File: src/rtl/reg_writeback_if.sv
// Writeback request channel between datapath producers and the writeback unit.
//   wb_valid  producer has a request
//   wb_ready  unit can accept (transfer on wb_valid && wb_ready)
//   wb_dr     destination register
//   wb_data   value to write
//   wb_setcc  request also updates NZP
interface reg_writeback_if #(
  parameter int unsigned WIDTH = 16
);
  logic             wb_valid;
  logic             wb_ready;
  logic [2:0]       wb_dr;
  logic [WIDTH-1:0] wb_data;
  logic             wb_setcc;

  modport master (output wb_valid, wb_dr, wb_data, wb_setcc, input wb_ready);
  modport slave  (input wb_valid, wb_dr, wb_data, wb_setcc, output wb_ready);
endinterface

File: src/rtl/reg_writeback_unit.sv
// Write-side sequencer for the 8x16 register file. Queues writeback requests in a
// small FIFO, drains one per cycle onto the regfile write port, keeps NZP and
// publishes per-register pending bits for hazard stalls.
//   clk, reset_n  clock and synchronous active-low reset
//   wb            request channel (slave side)
//   stall, flush  hold draining / discard all queued requests
//   DRMUX, LD_REG, BUSINPUT  regfile write port
//   NZP           condition codes {N,Z,P}
//   busy          per-register pending-write flags
//   empty         FIFO holds no entries
module reg_writeback_unit #(
  parameter int unsigned DEPTH = 4,
  parameter int unsigned WIDTH = 16
) (
  input  logic             clk,
  input  logic             reset_n,
  reg_writeback_if.slave   wb,
  input  logic             stall,
  input  logic             flush,
  output logic [2:0]       DRMUX,
  output logic             LD_REG,
  output logic [WIDTH-1:0] BUSINPUT,
  output logic [2:0]       NZP,
  output logic [7:0]       busy,
  output logic             empty
);

  localparam int unsigned PTR_W = $clog2(DEPTH);
  localparam int unsigned CNT_W = $clog2(DEPTH + 1);
  localparam int unsigned NREG  = 8;

  typedef struct packed {
    logic [2:0]       dr;
    logic [WIDTH-1:0] data;
    logic             setcc;
  } entry_t;

  entry_t           mem [DEPTH];
  logic [PTR_W-1:0] rd_ptr;
  logic [PTR_W-1:0] wr_ptr;
  logic [CNT_W-1:0] count;
  logic [CNT_W-1:0] count_nxt;
  logic [CNT_W-1:0] pend     [NREG];
  logic [CNT_W-1:0] pend_nxt [NREG];
  logic [NREG-1:0]  busy_nxt;
  logic [NREG-1:0]  inc;
  logic [NREG-1:0]  dec;
  logic             full;
  logic             push;
  logic             pop;
  entry_t           head;
  logic [2:0]       nzp_head;

  // Ready uses the registered count only; a pop does not free a slot until the next cycle.
  assign full        = (count == CNT_W'(DEPTH));
  assign wb.wb_ready = !full && !flush && reset_n;
  assign push        = wb.wb_valid && wb.wb_ready;
  assign pop         = (count != '0) && !stall && !flush;
  assign head        = mem[rd_ptr];

  assign inc = push ? (NREG'(1) << wb.wb_dr) : '0;
  assign dec = pop  ? (NREG'(1) << head.dr)  : '0;

  // Condition codes derived from the head entry's data.
  always_comb begin
    nzp_head = 3'b001;
    if (head.data[WIDTH-1])     nzp_head = 3'b100;
    else if (head.data == '0)   nzp_head = 3'b010;
  end

  // Next occupancy and per-register pending counts.
  always_comb begin
    count_nxt = count;
    if (push && !pop)      count_nxt = count + CNT_W'(1);
    else if (!push && pop) count_nxt = count - CNT_W'(1);
    busy_nxt = '0;
    for (int i = 0; i < NREG; i++) begin
      pend_nxt[i] = pend[i];
      if (inc[i] && !dec[i])      pend_nxt[i] = pend[i] + CNT_W'(1);
      else if (!inc[i] && dec[i]) pend_nxt[i] = pend[i] - CNT_W'(1);
      busy_nxt[i] = (pend_nxt[i] != '0);
    end
  end

  // FIFO storage; no reset needed since occupancy gates every read.
  always_ff @(posedge clk) begin
    if (push) mem[wr_ptr] <= '{dr: wb.wb_dr, data: wb.wb_data, setcc: wb.wb_setcc};
  end

  // Control state, write port and condition codes.
  always_ff @(posedge clk) begin
    if (!reset_n) begin
      rd_ptr   <= '0;
      wr_ptr   <= '0;
      count    <= '0;
      for (int i = 0; i < NREG; i++) pend[i] <= '0;
      LD_REG   <= 1'b0;
      DRMUX    <= 3'd0;
      BUSINPUT <= '0;
      NZP      <= 3'b010;
      busy     <= '0;
      empty    <= 1'b1;
    end else if (flush) begin
      rd_ptr <= '0;
      wr_ptr <= '0;
      count  <= '0;
      for (int i = 0; i < NREG; i++) pend[i] <= '0;
      LD_REG <= 1'b0;
      busy   <= '0;
      empty  <= 1'b1;
    end else begin
      if (push) wr_ptr <= wr_ptr + PTR_W'(1);
      if (pop) begin
        rd_ptr   <= rd_ptr + PTR_W'(1);
        LD_REG   <= 1'b1;
        DRMUX    <= head.dr;
        BUSINPUT <= head.data;
        if (head.setcc) NZP <= nzp_head;
      end else begin
        LD_REG <= 1'b0;
      end
      count <= count_nxt;
      for (int i = 0; i < NREG; i++) pend[i] <= pend_nxt[i];
      busy  <= busy_nxt;
      empty <= (count_nxt == '0);
    end
  end

endmodule

File: src/flat_wrapper.sv
// flat-port wrapper written by rule: the top's interface ports become plain ports
module reg_writeback_unit_flat 
#(
  parameter int unsigned DEPTH = 4,
  parameter int unsigned WIDTH = 16
)
  (clk, reset_n, stall, flush, DRMUX, LD_REG, BUSINPUT, NZP, busy, empty, wb_wb_valid, wb_wb_dr, wb_wb_data, wb_wb_setcc, wb_wb_ready);
  reg_writeback_if #(.WIDTH(WIDTH)) wb_i ();
  input  logic clk;
  input  logic reset_n;
  input  logic stall;
  input  logic flush;
  output logic [2:0] DRMUX;
  output logic LD_REG;
  output logic [WIDTH-1:0] BUSINPUT;
  output logic [2:0] NZP;
  output logic [7:0] busy;
  output logic empty;
  input wire logic [$bits(wb_i.wb_valid)-1:0] wb_wb_valid;
  input wire logic [$bits(wb_i.wb_dr)-1:0] wb_wb_dr;
  input wire logic [$bits(wb_i.wb_data)-1:0] wb_wb_data;
  input wire logic [$bits(wb_i.wb_setcc)-1:0] wb_wb_setcc;
  output wire logic [$bits(wb_i.wb_ready)-1:0] wb_wb_ready;
  assign wb_i.wb_valid = wb_wb_valid;
  assign wb_i.wb_dr = wb_wb_dr;
  assign wb_i.wb_data = wb_wb_data;
  assign wb_i.wb_setcc = wb_wb_setcc;
  assign wb_wb_ready = wb_i.wb_ready;
  reg_writeback_unit #(.DEPTH(DEPTH), .WIDTH(WIDTH)) u_core (.clk(clk), .reset_n(reset_n), .wb(wb_i), .stall(stall), .flush(flush), .DRMUX(DRMUX), .LD_REG(LD_REG), .BUSINPUT(BUSINPUT), .NZP(NZP), .busy(busy), .empty(empty));
endmodule
File: config.mk
export PLATFORM = sky130hd
export DESIGN_NAME = reg_writeback_unit_flat
export DESIGN_NICKNAME = d
export VERILOG_FILES = /design/src/rtl/reg_writeback_if.sv /design/src/rtl/reg_writeback_unit.sv /design/src/flat_wrapper.sv
export SDC_FILE = /design/constraint.sdc
export NUM_CORES = 1
export LEC_CHECK = 0
export BUFFER_PORTS_ARGS = -buffer_cell sky130_fd_sc_hd__buf_4
export CAP_MARGIN = 10
export CORE_ASPECT_RATIO = 0.75
export CORE_MARGIN = 2
export CORE_UTILIZATION = 45
export CTS_CLUSTER_DIAMETER = 80
export DETAILED_ROUTE_END_ITERATION = 12
export PLACE_DENSITY = 0.65
export SYNTH_ARGS = -nofsm -noshare
export SYNTH_HDL_FRONTEND = slang
export SYNTH_SLANG_ARGS = --single-unit
File: constraint.sdc
create_clock -name clk -period 2.3 [get_ports clk]
set_input_delay 0 -clock clk [delete_from_list [all_inputs] [get_ports clk]]
set_output_delay 0 -clock clk [all_outputs]
set_load 0.01 [all_outputs]
After elaboration in Yosys (flattened, before gate mapping)

Memories as Yosys holds them, arrays and structs flattened. A register that Yosys moved wholly into a read port is not among the register bits.
Cells that the tools add are included.

$add $sub $neg: 20
Equality and inequality tests: 1
Shifts and indexed selects: 2
Mux-type cells: 50
Bitwise operators: 18
Reduce and logical (&&, ||, !) cells: 58

Operators with widths:

| kind                                                                | number |
|---|---|
| 3-bit two-way mux                                                   | 35 |
| 3-bit by 1-bit adder with 3-bit output (second input constant)      | 9 |
| 3-bit nonzero test                                                  | 9 |
| 3-bit by 1-bit subtractor with 3-bit output (second input constant) | 9 |
| 1-bit logical AND                                                   | 23 |
| 1-bit zero test                                                     | 21 |
| 16-bit zero test                                                    | 1 |
| 8-bit two-way mux                                                   | 2 |
| 1-bit bitwise OR                                                    | 16 |
| 1-bit by 3-bit left shift with 8-bit output (first input constant)  | 2 |
| 1-bit two-way mux                                                   | 10 |
| 2-bit two-way mux                                                   | 3 |
| 2-bit by 1-bit adder with 2-bit output (second input constant)      | 2 |
| 3-bit == test (second input constant)                               | 1 |
| 3-bit zero test                                                     | 1 |
| 3-bit AND reduction                                                 | 1 |
| 1-bit inverter                                                      | 2 |
| 2-bit AND reduction                                                 | 1 |
| 2-bit OR reduction                                                  | 1 |

Register bits: 39
Bits in writable memories: 104
Input bits: 25
Logic and storage cells: 160
Memories kept: 2

Memory list:

| name        | depth | width | rd ports | clocked after Yosys merged registers in | wr ports | line                     | RTL |
|---|---|---|---|---|---|---|---|
| u_core.mem  | 4     | 20    | 1        | 1                                       | 1        | reg_writeback_unit.sv:38 | `entry_t mem [DEPTH];` |
| u_core.pend | 8     | 3     | 8        | 0                                       | 8        | reg_writeback_unit.sv:43 | `logic [CNT_W-1:0] pend [NREG];` |

Depth between registers and ports, before layout

Gate-level depths: netlist of the first run.

Depth in word-level cells: 11
Gate-level depth with buffers: 9

Worst setup path after synthesis of the first run

No wires, ideal clock.

Kind: register to register
Start point: register u_core.count[0]
End point: memory u_core.pend[1][4] (netlist bit) (data pin)
Library setup time: 0.266 ns
Arrival time: 2.130 ns
Setup slack: -0.096 ns
Stages on the path, launching flop included: 10
Path buffers: 1
Clock period less this slack: 2.396 ns
Path through: dfxtp_1 > inv_1 > ha_1 > and2_1 > clkbuf_1 > nor4b_1 > o21ai_1 > a211o_1 > nand2_1 > nor2_1

RTL lines:

| item                   | line                      | RTL |
|---|---|---|
| start, declared        | reg_writeback_unit.sv:41  | `logic [CNT_W-1:0] count;` |
| start signal, assigned | reg_writeback_unit.sv:122 | `count <= count_nxt;` |
| end, declared          | reg_writeback_unit.sv:43  |  |

==> metrics.md, run 1 <==
| Metric | Value |
|---|---|
| Outcome | `finished clean` |
| Synth cell types | `between 60 and 70` |
| Final Max Tran Viols | `0` |
| CTS clk-pin slew, worst paths | `60 ps` |
| CP max FO | `5` |
| Port bufs | `between 50 and 60` |
| GR Util All Layers | `slightly below 20%` |
| WP data arrival | `around 2400 ps` |
| H-Tree Level Count | `4` |
| Wire per inst | `around 17 um` |
| CTS buffer count | `17` |
| Synth top cells by count | `101 x edfxtp_1, 60 x nand2_1, 44 x dfxtp_1` |
| DRT Pass-1 Iters | `4` |
| Synthesized area | `0.00660 mm^2` |
| Leakage power total | `about 3.2 nW` |
| Number of synthesized register bits | `approximately 150` |
| Worst vdd ir | `520 uV` |
| Residual DRC count | `0` |
| Area grow syn2layout | `30.8%` |
| I/O pin cnt | `between 50 and 60` |
| Rows | `38` |
| Synth Flop Type | `edfxtp_1` |
| Register-to-register setup slack | `approximately 47 ps` |
| Fin crit share | `98.0%` |
| Post-synth top area share | `roughly 46%` |
| WS Path Type | `reg -> reg` |
| Bufs on Longest Clock Path | `2` |
| Largest net degree at the start of global routing | `34` |
| Max Freq | `444 MHz` |
| Root Driver | `clkbuf_16` |
| Sequential share of the synthesized area | `59.3%` |
| Initial Utilization | `45.8%` |
| Total Negative Setup Slacks | `0 ps` |
| Synth Warn # | `0` |
| Initial antenna violation count | `0` |
| CTS tree | `built` |
| Vias per std cell | `a little over 5` |
| Data required time of the worst path | `around 2500 ps` |
| # setup viols final | `0` |
| Share of layout cells above drive strength 1 | `between 20% and 30%` |
| Worst-Skew Late Latency | `430 ps` |
| Final Net Count | `between 600 and 700` |
| CP endpoint kind | `flop` |
| Vias in the first global route | `approximately 4500` |
| Startpoint types | `flop` |
| Final Hold Vio Count | `0` |
| Core Region | `roughly 0.014 mm^2` |
| GPL Wtd Cong | `slightly above 0.8` |
| # diodes | `0` |
| Global-route wire length before repair | `roughly 23000 um` |
| GR Overflow Total | `0` |
| Post-synthesis cell type with the largest combined area | `edfxtp_1` |
| Pwr/cell area | `approximately 680 mW/mm^2` |
| Routed WL | `roughly 14000 um` |
| Die area | `approximately 0.016 mm^2` |
| Post-synth EDFFs | `slightly above 100` |
| Clock sink count | `about 150` |
| Final min period | `around 2300 ps` |
| Max Clock Skew | `22.0 ps` |
| Hpwl dp | `9880 um` |
| Top cells by area, synth | `edfxtp_1 46%, dfxtp_1 13%, mux4_2 4.8%` |
| Antenna viol nets, final | `0` |
| Max-cap violations | `0` |
| Via Count | `around 4400` |
| Syn Area/Cell | `13.3 um^2` |
| RSZ-0062 raised after global routing | `true` |
| Final Total Pwr | `between 5 and 6 mW` |
| Worst Hold Class | `in -> reg` |
| Die Y | `roughly 110 um` |
| Number of DRC markers in iteration 0 | `approximately 210` |
| Post-synthesis cell count | `497` |
| Die span in x | `approximately 140 um` |
| Top-count cell post-synth | `edfxtp_1` |
| Ys async rst share | `0%` |
area by class of cell:
| class | count | area, um^2 |
|---|---|---|
| tap | 200 | 250 |
| fill | 1136 | 5780 |
| timing repair buffer | 131 | 1100 |
| inverter | 24 | 90.1 |
| sequential | 145 | 3920 |
| multi-input combinational | 329 | 2720 |
| clock buffer | 19 | 433 |
| clock inverter | 13 | 115 |
path summary, 6_finish.rpt:
| kind | endpoint | cells past startpoint | start |
|---|---|---|---|
| worst min register to register | u_core.BUSINPUT[11] | 2 | u_core.BUSINPUT[11] |
| worst min-delay path | u_core.DRMUX[2] | 5 | flush |
| worst max register to register | u_core.pend[0][7] | 5 | flop |
| worst max-delay path | u_core.pend[0][7] | 5 | flop |
repair_timing:
action / in CTS / in global routing
setup endpoints to repair: 4 / 25
gates resized for setup: 5 / 34
hold endpoints to repair: 103 / 0
pin swaps: 2 / 6
hold buffers: 23 / 0
gates cloned: 0 / 0
buffers inserted: 1 / 3
sequential cells by signal, summed over array words and instances (netlist names), named ones only:
signal and cells:
u_core.pend 24, u_core.LD_REG 1, u_core.count 3, u_core.wr_ptr 2, u_core.NZP 3, u_core.busy 8, u_core.empty 1, u_core.DRMUX 3
u_core.rd_ptr 2, u_core.mem 80, u_core.BUSINPUT 16
metal layers:
layer / global-route usage [%] / vias up / wire (um)
li1: - / 2137 / -
met1: 28.0 / 2160 / 6950
met2: 29.7 / 105 / 6420
met3: 4.66 / 7 / 776
met4: 5.46 / 0 / 100
met5: 0 / - / 0
per-stage QoR:
step           instance area (um^2)  utilization [%]  hold slack, ps  setup slack, ps  std cells
2_1_floorplan                  6680                -            98.9            -96.4        517
3_3_place_gp                   7670             53.2             198            -29.4        802
3_5_place_dp                   7670             53.2             202             -104        802
4_1_cts                        8470             58.8             190             10.3        858
5_1_grt                        8630             59.9             242            -50.8        861
6_report                       8630             59.9             193             46.7        861
logic make-up after synthesis:
group | synth area share [%]
and+or+nand+nor | 11.3
DFF | 59.3
AOI/OAI and AO/OA | 11.1
buffers and inverters | 2.75
muxes | 7.93
xor gates and xnor gates | 3.19
adders and majority gates | 4.36
other | 0.0568
worst max-delay path, stage by stage (launching register included):
cell and delay [ps]:
dfxtp_4 380, mux4_2 560, nor2b_2 220, a2111o_1 490
a211oi_2 250, a211oi_1 80
placed cells by master (no fill, tap or decap), drive strengths merged, types with 6 or more instances in the layout:
master	Yosys	layout
a211oi	9	9
a21boi	18	18
a21oi	10	10
a31oi	6	6
and2	12	12
buf	8	108
clkbuf	11	19
clkinvlp	0	6
conb	1	21
dfxtp	44	44
dlygate4sd3	0	23
edfxtp	101	101
ha	23	23
inv	24	25
mux4	20	20
nand2	61	61
nand2b	8	8
nor2	25	25
nor2b	6	6
nor3	9	9
o21ai	7	7
xnor2	21	21
power breakdown:
part           total [mW]  internal (mW)  switching, mW  leakage (nW)
combinational       0.419          0.200          0.220          1.61
sequential           2.87           2.84         0.0287          1.30
clock                2.53           1.48           1.05         0.249
No activity file was read; power rests on OpenSTA's default activity.
==> run 2, diff against run 1 <==
CORE_ASPECT_RATIO = 2   (was 0.75)
SLEW_MARGIN = 25   (was default)
==> metrics.md, run 2 (same netlist as run 1, synthesis figures left out) <==
| Metric | Value |
|---|---|
| Leakage power total | `3.17 nW (+0.58%)` |
| Comb pwr share | `6.9% (-0.3 points)` |
| Final Hold Vio Count | `0 (unchanged)` |
| Total Negative Setup Slacks | `0 ps (unchanged)` |
| Max-Slew Margin vs Limit | `approximately two thirds` |
| Global-route wire length before repair | `23800 um (+4.9%)` |
| Final Max Tran Viols | `0 (unchanged)` |
| Share of layout cells above drive strength 1 | `27.8% (-1.9 points)` |
| RSZ-0062 raised after global routing | `true` |
| Wire per inst | `17.8 um (+7.3%)` |
| Commonest non-fill, non-tap cell in the layout | `edfxtp_1` |
| Max-cap violations | `0 (unchanged)` |
| Via Count | `4453 (+1.0%)` |
| CP endpoint kind | `flop` |
| Number of DRC markers in iteration 0 | `171 (-19%)` |
| Max reg flops | `80 (unchanged)` |
| Final min period | `2270 ps (+19.5 ps)` |
| Critical Path, Cell by Cell | `mux4_2 > nor2b_4 > a2111oi_4 > a22oi_2 > xnor2_2 > and2_1` |
| Max Clock Skew | `9.24 ps (-12.8 ps)` |
| Max Freq | `440 MHz (-0.86%)` |
| CP max FO | `7 (+2)` |
| Largest net degree at the start of global routing | `34 (unchanged)` |
| Worst Hold Class | `in -> reg` |
| Die span in x | `89.6 um (-38%)` |
| CP max-delay cell | `mux4_2` |
| Fillers | `1119 (-1.5%)` |
| Die area | `0.0157 mm^2 (+0.31%)` |
| Buffers plus inverters on the worst setup path | `0 (unchanged)` |
| Cell internal pwr | `4.59 mW (+1.3%)` |
| Clock power frac | `45.5% (+2.0 points)` |
| Area grow syn2layout | `30.6%` |
| WP data arrival | `2450 ps (+40 ps)` |
| Top reg by flops | `u_core.mem` |
| Startpoint types | `flop` |
| Worst-Skew Late Latency | `420 ps (about the same)` |
| Max stage delay on crit path | `580 ps (+20 ps)` |
| Antenna viol nets, final | `0 (unchanged)` |
| DRT Pass-1 Iters | `4 (unchanged)` |
| Fin Hold WS | `166 ps (-26.9 ps)` |
| # setup viols final | `0 (unchanged)` |
| Worst vdd ir | `714 uV (+37%)` |
| Residual DRC count | `0 (unchanged)` |
| Switching Share | `24.0% (+1.7 points)` |
| # diodes | `0 (unchanged)` |
| Data required time of the worst path | `2470 ps (about the same)` |
| Initial Utilization | `46.0% (+0.18 points)` |
| Port bufs | `57 (unchanged)` |
| Outcome | `finished clean` |
| I/O pin cnt | `58 (unchanged)` |
| Clock sink count | `145 (unchanged)` |
| Most frequent cells in the layout | `101 x edfxtp_1, 90 x buf_4, 60 x nand2_1` |
| CTS tree | `built` |
| Routed WL | `15000 um (+5.2%)` |
| GPL Wtd Cong | `0.786 (-4.9%)` |
| Final Net Count | `687 (-1.3%)` |
| Crit-path leading delay family | `multiplexers` |
| Fin crit share | `98.8% (+0.85 points)` |
| Hpwl dp | `10500 um (+6.0%)` |
| NetSw | `1.45 mW (+11%)` |
| H-Tree Level Count | `4 (unchanged)` |
| Bufs on Longest Clock Path | `2 (unchanged)` |
| Vias per std cell | `5.28 (+3.0%)` |
| Flop pwr share | `47.6% (-1.7 points)` |
| CTS buffer count | `17 (unchanged)` |
| Worst Tran Pin Value | `approximately 500 ps` |
| Final Total Pwr | `6.03 mW (+3.6%)` |
| Largest regs | `u_core.mem x80, u_core.pend x24, u_core.BUSINPUT x16` |
| Root Driver | `clkbuf_16` |
| CTS clk-pin slew, worst paths | `60 ps (about the same)` |
| GR Util All Layers | `20.4% (+0.99 points)` |
| Die Y | `175 um (+61%)` |
| Vias in the first global route | `4732 (+6.0%)` |
| WS Path Type | `reg -> reg` |
| Core Region | `0.0144 mm^2 (-0.38%)` |
| Pwr/cell area | `700 mW/mm^2 (+3.8%)` |
| GR Overflow Total | `0 (unchanged)` |
| Rows | `62 (+63%)` |
| Initial antenna violation count | `0 (unchanged)` |
-- run 2: changes by cell type in the layout (fill, tap and decap cells not counted), moves of 2 or more --
cell and change:
clkbuf_1 -2, inv_8 +5, buf_6 +3, mux4_2 -3, clkinv_2 -2, clkinvlp_4 -4
buf_12 +2, mux4_1 +3, inv_6 +5, buf_4 -13
-- run 2: area by class of cell --
type | instances | area (um^2) | share of cell area (%)
inverters | 24 | 90.1 | 1.05
clock buffers | 17 | 425 | 4.94
multi-input cells | 329 | 2720 | 31.5
repair buffers | 122 | 1060 | 12.3
well taps | 192 | 240 | 2.79
flip-flops and latches | 145 | 3920 | 45.5
clock inverters | 15 | 163 | 1.89
-- run 2: worst reg2reg max path: cells and delay by family (launching register included) --
kind | cells | cell delay, ps
AND/OR/NAND/NOR | 2 | 340
flip-flops | 1 | 390
multiplexers | 1 | 580
AO/OA/AOI/OAI | 2 | 570
XOR/XNOR | 1 | 160
-- run 2: path summary, 6_finish.rpt --
path | start | endpoint | slack (ps) | cells after the start
hold reg to reg | u_core.BUSINPUT[6] | u_core.BUSINPUT[6] | 470 | 2
setup reg to reg | flop | u_core.pend[0][8] | 30 | 6
setup / recovery | flop | u_core.pend[0][8] | 30 | 6
hold / removal | flush | u_core.DRMUX[0] | 170 | 5
-- run 2: power by group through the flow --
stage | sequential (mW) | clock [mW] | combinational, mW
2_1_floorplan | 2.93 | 0 | 0.198
3_3_place_gp | 2.93 | 0 | 0.349
3_5_place_dp | 2.93 | 0 | 0.365
4_1_cts | 2.87 | 2.80 | 0.405
5_1_grt | 2.88 | 2.89 | 0.456
6_report | 2.87 | 2.74 | 0.416
-- run 2: through the flow --
stage | cells | worst slack (ps) | utilization [%] | cell area, um^2
after floorplan | 517 | -96.4 | - | 6680
after global placement | 788 | -75.8 | 53.2 | 7640
after detailed placement | 788 | -105 | 53.2 | 7640
after CTS | 843 | 0.593 | 59.2 | 8500
after global routing | 844 | -66.9 | 60.0 | 8610
final | 844 | 27.2 | 60.0 | 8610
-- run 2: repair_timing --
action	in CTS	in global routing
gates resized for setup	10	20
setup buffers	0	1
pin swaps	1	8
hold endpoints to repair	102	0
hold buffers	23	0
endpoints found under the setup margin	6	26
-- run 2: per-layer routing --
| layer | GRT usage (%) | up-vias | wire length [um] |
|---|---|---|---|
| li1 | - | 2129 | - |
| met1 | 21.1 | 2186 | 5470 |
| met2 | 38.2 | 109 | 8700 |
| met3 | 3.78 | 29 | 450 |
| met4 | 8.64 | 0 | 367 |
| met5 | 0 | - | 0 |
